==> config.mk <==
export PLATFORM = sky130hd
export DESIGN_NAME = mvm_result_stream
export DESIGN_NICKNAME = d
export VERILOG_FILES = /design/src/rtl/mvm_pkg.sv /design/src/rtl/mvm_requant.sv /design/src/rtl/mvm_result_stream.sv
export SDC_FILE = /design/constraint.sdc
export NUM_CORES = 1
export LEC_CHECK = 0
export ABC_AREA = 0
export CORE_MARGIN = 5
export CORE_UTILIZATION = 30
export CTS_CLUSTER_DIAMETER = 200
export DETAILED_ROUTE_END_ITERATION = 7
export HOLD_SLACK_MARGIN = 0.03
export SLEW_MARGIN = 20
export SYNTH_ARGS = -nofsm -noshare
export SYNTH_HDL_FRONTEND = slang
export SYNTH_SLANG_ARGS = --single-unit
==> constraint.sdc <==
create_clock -name clk -period 2.4 [get_ports clk]
set_clock_uncertainty 0.1 [all_clocks]
set_input_delay 0.36 -clock clk [delete_from_list [all_inputs] [get_ports clk]]
set_output_delay 0.36 -clock clk [all_outputs]
set_load 0.01 [all_outputs]
==> src/rtl/mvm_pkg.sv <==
// Shared types and saturation helpers for the MVM result path.
package mvm_pkg;

    typedef enum logic {CAP_IDLE, CAP_RUN} cap_state_t;
    typedef enum logic {DR_IDLE, DR_RUN} dr_state_t;

    localparam int DEF_OW = 8;
    localparam int SAT_MAX_DEF = (1 << (DEF_OW - 1)) - 1;
    localparam int SAT_MIN_DEF = -(1 << (DEF_OW - 1));

    function automatic int sat_max(input int ow);
        return (1 << (ow - 1)) - 1;
    endfunction

    function automatic int sat_min(input int ow);
        return -(1 << (ow - 1));
    endfunction

endpackage

==> src/rtl/mvm_requant.sv <==
// Combinational requantizer: arithmetic shift, then signed
// saturation to OW bits.
module mvm_requant
    import mvm_pkg::*;
#(
    parameter int B     = 8,
    parameter int OW    = 8,
    parameter int SHIFT = 0
) (
    input  logic signed [2*B-1:0] data_in,
    output logic signed [OW-1:0]  data_out
);

    localparam int W = 2 * B;
    localparam logic signed [W-1:0] HI = W'(sat_max(OW));
    localparam logic signed [W-1:0] LO = W'(sat_min(OW));

    logic signed [W-1:0] t;

    assign t = data_in >>> SHIFT;

    always_comb begin
        data_out = t[OW-1:0];
        unique case (1'b1)
            (t > HI): data_out = HI[OW-1:0];
            (t < LO): data_out = LO[OW-1:0];
            default:  data_out = t[OW-1:0];
        endcase
    end

endmodule

==> src/rtl/mvm_result_stream.sv <==
// Captures K MVM result rows into a two-bank buffer and drains
// them as a valid/ready stream while the core computes again.
module mvm_result_stream
    import mvm_pkg::*;
#(
    parameter int K     = 4,
    parameter int B     = 8,
    parameter int OW    = 8,
    parameter int SHIFT = 0,
    parameter int LOG_K = 2
) (
    input  logic                  clk,
    input  logic                  reset,
    input  logic                  done_in,
    input  logic signed [2*B-1:0] data_in,
    output logic signed [OW-1:0]  out_data,
    output logic                  out_valid,
    input  logic                  out_ready,
    output logic                  out_last,
    output logic [LOG_K-1:0]      out_row,
    output logic                  bank_free,
    output logic                  overflow
);

    localparam logic [LOG_K-1:0] LAST = LOG_K'(K - 1);

    cap_state_t cap_state;
    dr_state_t  dr_state;

    logic [LOG_K-1:0] wcnt;
    logic [LOG_K-1:0] rcnt;
    logic             wb;
    logic             rb;
    logic [1:0]       full;
    logic [OW-1:0]    mem [2][K];

    logic signed [OW-1:0] rq;
    logic       cap_start;
    logic       cap_end;
    logic       fire;
    logic       dr_end;
    logic       cap_idle_nxt;
    logic [1:0] full_set;
    logic [1:0] full_clr;
    logic [1:0] full_vis;
    logic [1:0] full_nxt;

    mvm_requant #(
        .B    (B),
        .OW   (OW),
        .SHIFT(SHIFT)
    ) u_requant (
        .data_in (data_in),
        .data_out(rq)
    );

    assign cap_start = (cap_state == CAP_IDLE) && done_in && !full[wb];
    assign cap_end   = (cap_state == CAP_RUN) && (wcnt == LAST);
    assign fire      = out_valid && out_ready;
    assign dr_end    = fire && (rcnt == LAST);

    always_comb begin
        full_set = '0;
        full_clr = '0;
        if (cap_end) full_set[wb] = 1'b1;
        if (dr_end)  full_clr[rb] = 1'b1;
    end

    // A bank completing this cycle is visible to the drain at once,
    // so back-to-back results switch banks without a bubble.
    assign full_vis = full | full_set;
    assign full_nxt = (full & ~full_clr) | full_set;

    assign cap_idle_nxt = cap_end ||
                          ((cap_state == CAP_IDLE) && !cap_start);

    assign out_row  = rcnt;
    assign out_last = out_valid && (rcnt == LAST);

    always_ff @(posedge clk) begin
        if (reset) begin
            cap_state <= CAP_IDLE;
            wcnt      <= '0;
            wb        <= 1'b0;
            overflow  <= 1'b0;
        end else begin
            unique case (cap_state)
                CAP_IDLE: begin
                    if (done_in) begin
                        if (full[wb]) begin
                            overflow <= 1'b1;
                        end else begin
                            cap_state <= CAP_RUN;
                            wcnt      <= '0;
                        end
                    end
                end
                CAP_RUN: begin
                    wcnt <= wcnt + 1'b1;
                    if (wcnt == LAST) begin
                        cap_state <= CAP_IDLE;
                        wb        <= ~wb;
                    end
                end
                default: cap_state <= CAP_IDLE;
            endcase
        end
    end

    always_ff @(posedge clk) begin
        if (cap_state == CAP_RUN) begin
            mem[wb][wcnt] <= rq;
        end
    end

    always_ff @(posedge clk) begin
        if (reset) begin
            full      <= '0;
            bank_free <= 1'b1;
        end else begin
            full      <= full_nxt;
            bank_free <= ~&full_nxt && cap_idle_nxt;
        end
    end

    always_ff @(posedge clk) begin
        if (reset) begin
            dr_state  <= DR_IDLE;
            rb        <= 1'b0;
            rcnt      <= '0;
            out_valid <= 1'b0;
            out_data  <= '0;
        end else begin
            unique case (dr_state)
                DR_IDLE: begin
                    if (full_vis[rb]) begin
                        out_data  <= mem[rb][0];
                        out_valid <= 1'b1;
                        rcnt      <= '0;
                        dr_state  <= DR_RUN;
                    end
                end
                DR_RUN: begin
                    if (fire) begin
                        if (rcnt != LAST) begin
                            out_data <= mem[rb][rcnt + 1'b1];
                            rcnt     <= rcnt + 1'b1;
                        end else begin
                            rb   <= ~rb;
                            rcnt <= '0;
                            if (full_vis[~rb]) begin
                                out_data <= mem[~rb][0];
                            end else begin
                                out_valid <= 1'b0;
                                dr_state  <= DR_IDLE;
                            end
                        end
                    end
                end
                default: dr_state <= DR_IDLE;
            endcase
        end
    end

endmodule

# --- Yosys cells after proc, flatten, opt, wreduce, memory -nomap -nowiden ---
# Memory sizes are Yosys's and may differ from the RTL's. A register that Yosys moved wholly into a read port is not among the register bits.
# Index checks and enable logic that the tools add are counted.
# W data, S select, Z words.
totals:
  ff_bits: 21
  latchBits: 0
  mem_bits_rw: 64
  romBits: 0
  in_bits: 20
  output_inout_bits: 14
  word_cells: 116
  mem_count: 1
classes:
  add_sub_neg: 2
  n_mul: 0
  div_mod_pow: 0
  n_lt_le_gt_ge: 10
  eq_ne: 10
  shift: 0
  mux: 48
  bitwise: 11
  reduce_logical: 23
memory_table:
  columns: ["memory", "words", "width", "rd", "rd_clocked_by_memory_dff", "write_ports", "line", "source"]
  rows:
  - ["mem", 2, 32, 2, 1, 1, "mvm_result_stream.sv:35", "logic [OW-1:0] mem [2][K];"]
op_table:
  columns: ["operator", "count"]
  rows:
  - ["$mux W8", 7]
  - ["$mux W32", 1]
  - ["$pmux W8 S2", 2]
  - ["$mux W1", 22]
  - ["$bmux W8 S2", 1]
  - ["$demux W8 S2", 1]
  - ["$gt A16 B8 Y1 const B", 1]
  - ["$lt A16 B8 Y1 const B", 1]
  - ["$mux W2", 7]
  - ["$ne A2 B2 Y1 const B", 6]
  - ["$logic_and A1 B1 Y1", 11]
  - ["$reduce_and A3 Y1", 3]
  - ["$pmux W2 S2", 2]
  - ["$reduce_and A2 Y1", 4]
  - ["$ge A3 B3 Y1 const B", 2]
  - ["$lt A1 B2 Y1 const B", 3]
  - ["$not A2 Y3", 2]
  - ["$pmux W1 S2", 3]
  - ["$not A1 Y1", 5]
  - ["$add A2 B1 Y2 const B", 2]
  - ["$eq A2 B2 Y1 const B", 2]
  - ["$or A2 B2 Y2", 2]
  - ["$reduce_and A4 Y1", 1]
  - ["$logic_not A1 Y1", 3]
  - ["other kinds (8)", 10]

# --- Logic depth before layout (Yosys ltp) ---
# Gate-level depths: netlist of the first run.
logic_depth:
  depth_word: 12
  mapped_depth: 8
  ltp_nobuf: 6

# --- Hierarchy ---
# A second synthesis of the first run with hierarchy kept.
hier_totals:
  cells_unflattened: 264
  hier_area_um2: 3802.4
modules_own_cells:
  columns: ["mod", "instances", "cells_each", "area_per_inst_um2"]
  rows:
  - ["mvm_result_stream", 1, 241, 3654.8]
  - ["mvm_requant", 1, 23, 147.6]

# --- Worst setup path before layout of the first run ---
# Ideal clock, no wire load.
synth_path:
  kind: "reg2reg"
  startpoint: "register rcnt[0] (netlist: out_row[0])"
  endpoint: "register out_data[4]"
  setup_ns: 0.134
  t_arrival_ns: 1.992
  slack_ns: 0.174
  path_stages_with_launch: 7
  n_path_buf: 2
  cell_sequence: "dfxtp_1 -> ha_1 -> buf_2 -> buf_1 -> mux4_2 -> a221oi_1 -> a211oi_2"
synth_via:
  elab_chain_cells: 8
synth_lines:
  columns: ["element", "line", "source"]
  rows:
  - ["start: declaration", "mvm_result_stream.sv:31", "logic [LOG_K-1:0] rcnt;"]
  - ["start signal: assignment", "mvm_result_stream.sv:147", "rcnt <= rcnt + 1'b1;"]
  - ["$add A2 B1 Y2", "mvm_result_stream.sv:146", "out_data <= mem[rb][rcnt + 1'b1];"]
  - ["$not A2 Y3 (not written as such)", "mvm_result_stream.sv:146", null]
  - ["$bmux W8 S2", "mvm_result_stream.sv:146", null]
  - ["$mux W8 (not written as such) (2 in a row)", "mvm_result_stream.sv:146", null]
  - ["$mux W8", "mvm_result_stream.sv:145", "if (rcnt != LAST) begin"]
  - ["$mux W8", "mvm_result_stream.sv:144", "if (fire) begin"]
  - ["$pmux W8 S2", "mvm_result_stream.sv:134", "unique case (dr_state)"]
  - ["end signal: assignment", "mvm_result_stream.sv:137", "out_data <= mem[rb][0];"]
  - ["end signal: assignment", "mvm_result_stream.sv:146", null]
  - ["end signal: assignment", "mvm_result_stream.sv:152", "out_data <= mem[~rb][0];"]
  - ["end: declaration", "mvm_result_stream.sv:16", "output logic signed [OW-1:0] out_data,"]
# Several ways; a longest one is shown, not always the timed one. The select of a mux whose other input is x is not followed.
# A chain may end at the register's enable or synchronous reset.

# --- Worst setup path in the final report of the first run ---
layout_path:
  startpoint: "register rcnt[0] (netlist: out_row[0])"
  endpoint: "output out_last"
layout_via:
  elab_chain_cells: 2
layout_lines:
  columns: ["element", "line", "source"]
  rows:
  - ["$eq A2 B2 Y1", "mvm_result_stream.sv:78", "assign out_last = out_valid && (rcnt == LAST);"]
  - ["$logic_and A1 B1 Y1", "mvm_result_stream.sv:78", null]
  - ["end: declaration", "mvm_result_stream.sv:19", "output logic out_last,"]
# Every way passes these cells.

==> flow_summary.ini, run 1 <==
[critical_path]
end_kind = output port
crit_type = flop to output port
reg2regPathDepth = 6
path_max_fanout = 7
slowest_stage = clkdlybuf4s50_1
r2r_end = out_data[5]$_SDFFE_PP0P_
crit_family = buffers and inverters
crit_buf_inv = 1
critPathLaunchType = flop
cp.arrival_ps = 1770
r2r_start = wcnt[0]$_SDFFE_PP0P_
critPathRequiredTime_ps = 1940
rrSetupSlack_ps = 220
cpPeakStageDelay_ps = 540
worstPathCellList = ha_1 -> and2_1 -> clkdlybuf4s50_1

[route]
wl_met1_mm = 3.407
wl_mm = 7.093
wl_met2_mm = 3.292
wl_per_cell_um = 15.29
drt-pass1-iter-count = 4
dr_wl_met3_um = 262
drt-vias-per-instance = 4.621
drc = 0
ant_nets = 0
drt-initial-drc-count = 110
dr.max_layer_used = met4
num_vias = 2144

[synth]
synth_area_leaders = edfxtp_1 52%, dfxtp_1 12%, mux2i_1 8.9%, mux4_2 4.8%, nor2_1 2.2%
ys_ff_latch = 86
ys_top_cells_by_count = 64 x edfxtp_1, 33 x mux2i_1, 22 x dfxtp_1, 22 x nor2_1
yosys_warnings = 0
synthArstFlopShare = 0
yosysSeqAreaShare = 0.6353
synth_enable_flop_cells = 64
synth.top_cell.area_share = 0.5168
yosys_most_used_dff = edfxtp_1
syn_nets = 282
syn-instance-count = 257
synth_top_cell_by_area = edfxtp_1
syn-cell-area_um2 = 3719
syn_avg_cell_area_um2 = 14.47
synth.most_common_cell = edfxtp_1
ys_types = 41

[timing]
worst_pin_slew_ps = 859.4
hold_viol = 0
relSlewSlack = 0.4258
fin_crit_sh = 0.9276
rsz0062_at_grt = no
max_freq_mhz = 449.2
tns_ps = 0
finalSetupViolations = 0
drv_slew = 0
final.min_clock_period_ps = 2226

[clock_tree]
cts_tree = yes
cts_resized = 0
post-cts-setup-buffers = 0
cts_buffer_depth = 2
cts.sinks = 86
h-tree-depth = 3
cts.reportedPaths.clkPinSlew_ps = 60
cts.hold.buffers_added = 0
ctsRootBufferMaster = clkbuf_16
cts_made_buffers = 9
clkLatencyLatePin_ps = 330

[die]
die_y_um = 121.3
start_util = 0.3083
coreArea_um2 = 12060
num_io_pins = 34
die_w_um = 121.3
dieArea_um2 = 14720
placementRows = 40

[worst_hold_path]
worstHoldEndpoint = overflow$_SDFFE_PP0P_
hold_class = flop to flop
holdPathStages = 2
hold_start = overflow$_SDFFE_PP0P_

[placed_design]
dp_hpwl_mm = 5.172
port_buffers = 33
place_area_um2 = 4227
placed_cells = 448
place.gp.congestion = 0.7139

[flow_run]
drv_cap = 0

[power]
p_sw_frac = 0.1944
ir_worst_vdd_uv = 330.9
power_frac_seq = 0.509
comb_power_share = 0.042
netSwitchingPower_w = 0.0006243
p_leak_nw = 1.459
clock_power_share = 0.449
cellPowerDensity_nw_per_um2 = 707.3
internal_power_w = 0.002587

[cells_and_area]
fillCellCount = 1139
final_cell_area_um2 = 4541
diodes = 0
multi_input_area_um2 = 1244
finish.utilization = 0.3765
regArea_um2 = 2362
nNetsFinal = 316
area_delta_synth_final_pct = 22.11
final_cell_count_no_fill = 464
drive_gt1_frac = 0.1351

[global_routing]
grt_pass1_wl_mm = 11.43
grt_pass1_vias = 2198
track_usage = 0.1029
antenna_found_initial = 0
overflow = 0
grt_max_degree = 25

[outcome]
status = finished, final reports clean
==> cell type report <==
cell class | instances | share of cell area
sequential | 86 | 0.5203
multi-input combinational | 148 | 0.2739
timing repair buffer | 38 | 0.08377
clock buffer | 9 | 0.04960
tap | 168 | 0.04629
clock inverter | 7 | 0.01956
inverter | 8 | 0.006613
==> tightest hold or removal path: cells and delay by family (launching register included) <==
kind,cells,cell delay (ps)
simple gates,1,70
compound gates,1,40
flops,1,330
==> power by group through the flow <==
stage               sequential, W  clock (W)  combinational (W)
global route              0.00164    0.00156           0.000149
CTS                       0.00163    0.00148           0.000136
floorplan                 0.00166          0          0.0000735
finish                    0.00163    0.00144           0.000134
global placement          0.00167          0           0.000132
detailed placement        0.00167          0           0.000135
==> layout by cell type (no fill, tap or decap), drive strengths merged, types with 5 or more instances in the layout <==
cell type      Yosys  layout
a211oi             9       9
a21o               7       7
a21oi              8       8
a221oi             8       8
and2               5       5
buf                9       5
clkbuf             6       9
clkdlybuf4s50      0      33
dfxtp             22      22
edfxtp            64      64
ha                 5       5
inv                8       8
mux2i             33      33
mux4               8       8
nand2              6       6
nor2              22      22
o22ai              8       8
==> per-stage QoR <==
stage	hold slack (ps)	power, W	setup slack [ps]
global route	415.9	0.003342	54.05
CTS	386.3	0.003253	163.5
global placement	358.6	0.001798	279.2
finish	380.2	0.003212	173.7
floorplan	349.7	0.001736	174.0
detailed placement	368.3	0.001802	201.0
==> layer usage <==
metal / track usage / up-vias
met3: 0.02098 / 9
met5: 0 / -
met4: 0.05882 / 0
met2: 0.1565 / 50
met1: 0.1360 / 1023
li1: - / 1062
==> how the worst max path moves through the flow <==
| stage | from | endpoint | slack [ps] | cells after the start |
|---|---|---|---|---|
| after floorplan | out_row[0]$_SDFFE_PP0P_ | out_data[4]$_SDFFE_PP0P_ | 170 | 6 |
| after global placement | wcnt[0]$_SDFFE_PP0P_ | out_data[2]$_SDFFE_PP0P_ | 280 | 6 |
| after detailed placement | wcnt[0]$_SDFFE_PP0P_ | out_data[5]$_SDFFE_PP0P_ | 200 | 6 |
| after CTS | out_row[0]$_SDFFE_PP0P_ | out_last | 160 | 3 |
| after global routing | wcnt[0]$_SDFFE_PP0P_ | out_data[5]$_SDFFE_PP0P_ | 50 | 6 |
| final | out_row[0]$_SDFFE_PP0P_ | out_last | 170 | 3 |
==> cell families after synthesis <==
logic type | count (synthesis) | share of synthesized area
adder cells (fa/ha/maj) | 5 | 0.01682
flip-flops | 86 | 0.6353
multiplexers | 42 | 0.1403
buffers and inverters | 23 | 0.03028
AND/OR/NAND/NOR | 52 | 0.07672
XOR/XNOR | 1 | 0.002356
AO/OA/AOI/OAI | 48 | 0.09825
==> state kept, by name (all words and copies together), names as in the netlist, 2 cells and up, named ones only <==
| signal | flops |
|---|---|
| out_data | 8 |
| out_row | 2 |
| wcnt | 2 |
| full | 2 |
| mem | 64 |
Note: power is estimated with default switching activity, not from simulation.
==> run 2, diff against run 1 <==
--- a/config.mk
+++ b/config.mk
@@ -11,7 +11,8 @@
 export CTS_CLUSTER_DIAMETER = 200
 export DETAILED_ROUTE_END_ITERATION = 7
 export HOLD_SLACK_MARGIN = 0.03
-export SLEW_MARGIN = 20
+export SKIP_LAST_GASP = 1
+export SLEW_MARGIN = 25
 export SYNTH_ARGS = -nofsm -noshare
 export SYNTH_HDL_FRONTEND = slang
 export SYNTH_SLANG_ARGS = --single-unit
==> results of run 2 <==
Final layout, timing and power as in run 1 (identical DEF).
==> run 3, diff against run 2 <==
--- a/config.mk
+++ b/config.mk
@@ -7,7 +7,7 @@
 export LEC_CHECK = 0
 export ABC_AREA = 0
 export CORE_MARGIN = 5
-export CORE_UTILIZATION = 30
+export CORE_UTILIZATION = 40
 export CTS_CLUSTER_DIAMETER = 200
 export DETAILED_ROUTE_END_ITERATION = 7
 export HOLD_SLACK_MARGIN = 0.03
==> run 3 against run 2 <==
  * Via count increased by 1.9%
  * Critical path depth is the same
  * Flip-flop and latch count unchanged
  * Sequential share of layout area rose by 1.4 points
  * Largest power group unchanged
==> flow_summary.ini, run 3 (synthesis results as in run 1) <==
[clock_tree]
ctsRootBufferMaster = clkbuf_8
cts_resized = 0
cts_tree = yes
cts_buffer_depth = 2
cts.hold.buffers_added = 0
post-cts-setup-buffers = 0
h-tree-depth = 3
clkLatencyLatePin_ps = 350
cts.sinks = 86
cts_made_buffers = 9
cts.reportedPaths.clkPinSlew_ps = 90

[worst_hold_path]
hold_class = flop to flop

[route]
drt-pass1-iter-count = 4
drt-vias-per-instance = 5.316
drc = 0
ant_nets = 0
drt-initial-drc-count = 95
wl_per_cell_um = 17.11
num_vias = 2185
wl_mm = 7.034

[die]
start_util = 0.4063
coreArea_um2 = 9153
die_y_um = 106.4
num_io_pins = 34
dieArea_um2 = 11320
die_w_um = 106.4
placementRows = 35

[global_routing]
grt_pass1_vias = 2225
grt_pass1_wl_mm = 11.76
overflow = 0
grt_max_degree = 25
track_usage = 0.1364
antenna_found_initial = 0

[critical_path]
path_max_fanout = 7
end_kind = output port
worstPathCellList = ha_1 -> and2_1 -> clkdlybuf4s50_1
critPathRequiredTime_ps = 1940
cpPeakStageDelay_ps = 530
cp.arrival_ps = 1760
critPathLaunchType = flop
slowest_stage = clkdlybuf4s50_1
crit_type = flop to output port

[timing]
max_freq_mhz = 450.5
relSlewSlack = 0.3688
tns_ps = 0
worst_pin_slew_ps = 944.8
finalSetupViolations = 0
final.min_clock_period_ps = 2220
hold_viol = 0
drv_slew = 0
fin_crit_sh = 0.9248
holdWs_ps = 370.1
rsz0062_at_grt = no

[cells_and_area]
nNetsFinal = 320
fillCellCount = 813
drive_gt1_frac = 0.1500
final_cell_mix = 64 x edfxtp_1, 33 x mux2i_1, 33 x clkdlybuf4s50_1
final_common_cell = edfxtp_1
diodes = 0
area_delta_synth_final_pct = 18.81
reg_top3 = mem x64, out_data x8
final_cell_count_no_fill = 411
max_flop_register = mem
final_cell_area_um2 = 4418
largest_reg_flops = 64

[power]
ir_worst_vdd_uv = 301.7
p_leak_nw = 1.451
cellPowerDensity_nw_per_um2 = 654.0

[placed_design]
place.gp.congestion = 0.7360
placed_cells = 394
dp_hpwl_mm = 4.951
port_buffers = 33
place_area_um2 = 4178

[flow_run]
drv_cap = 0

[outcome]
status = finished, final reports clean
[run 3: cell types whose count changed in the layout (fill, tap and decap cells not counted)]
cell / previous run / this run
clkbuf_16: 9 / 0
buf_12: 1 / 2
clkbuf_8: 0 / 9
clkinvlp_2: 1 / 0
clkinvlp_4: 2 / 0
clkinv_2: 1 / 2
buf_4: 4 / 7
clkinv_4: 0 / 1
inv_6: 0 / 2
clkinv_1: 1 / 0
[run 3: final cells by class]
class | count | area [um2] | share of cell area
repair buffers | 42 | 422.9 | 0.09572
well taps | 111 | 138.9 | 0.03144
clock buffers | 9 | 123.9 | 0.02804
flip-flops and latches | 86 | 2362 | 0.5347
clock inverters | 7 | 96.34 | 0.02181
multi-input cells | 148 | 1244 | 0.2815
inverters | 8 | 30.03 | 0.006797
[run 3: worst paths after layout]
check	cells after the start	end	startpoint	slack, ps
hold / removal	2	overflow$_SDFFE_PP0P_	overflow$_SDFFE_PP0P_	370
setup reg to reg	7	out_data[3]$_SDFFE_PP0P_	wcnt[0]$_SDFFE_PP0P_	270
setup / recovery	3	out_last	out_row[0]$_SDFFE_PP0P_	180
hold reg to reg	2	overflow$_SDFFE_PP0P_	overflow$_SDFFE_PP0P_	370
[run 3: critical path, delay by kind of cell, from the launching register on]
family                   cells  cell delay [ps]
flip-flops                   1              410
adder cells (fa/ha/maj)      1              290
AND/OR/NAND/NOR              1              170
buffers and inverters        1              530
[run 3: per-layer routing]
layer | vias up | share of wire | global-route usage
met1 | 1053 | 0.50 | 0.1936
li1 | 1077 | - | -
met5 | - | 0 | 0
met3 | 10 | 0.043 | 0.03582
met4 | 0 | 0.018 | 0.05479
met2 | 45 | 0.44 | 0.1991
[run 3: report_power, final]
| group | total, W | internal, W | switching, W |
|---|---|---|---|
| Sequential | 0.00163 | 0.00162 | 0.0000104 |
| Clock | 0.00112 | 0.000592 | 0.000531 |
| Combinational | 0.000136 | 0.0000640 | 0.0000724 |
[run 3: stage by stage]
step | power (W) | setup WS (ps) | util
5_1_grt | 0.003018 | 58.44 | 0.4827
2_1_floorplan | 0.001736 | 174.0 | -
3_5_place_dp | 0.001801 | 165.7 | 0.4565
3_3_place_gp | 0.001796 | 271.3 | 0.4565
4_1_cts | 0.002920 | 142.7 | 0.4805
6_report | 0.002889 | 180.4 | 0.4827
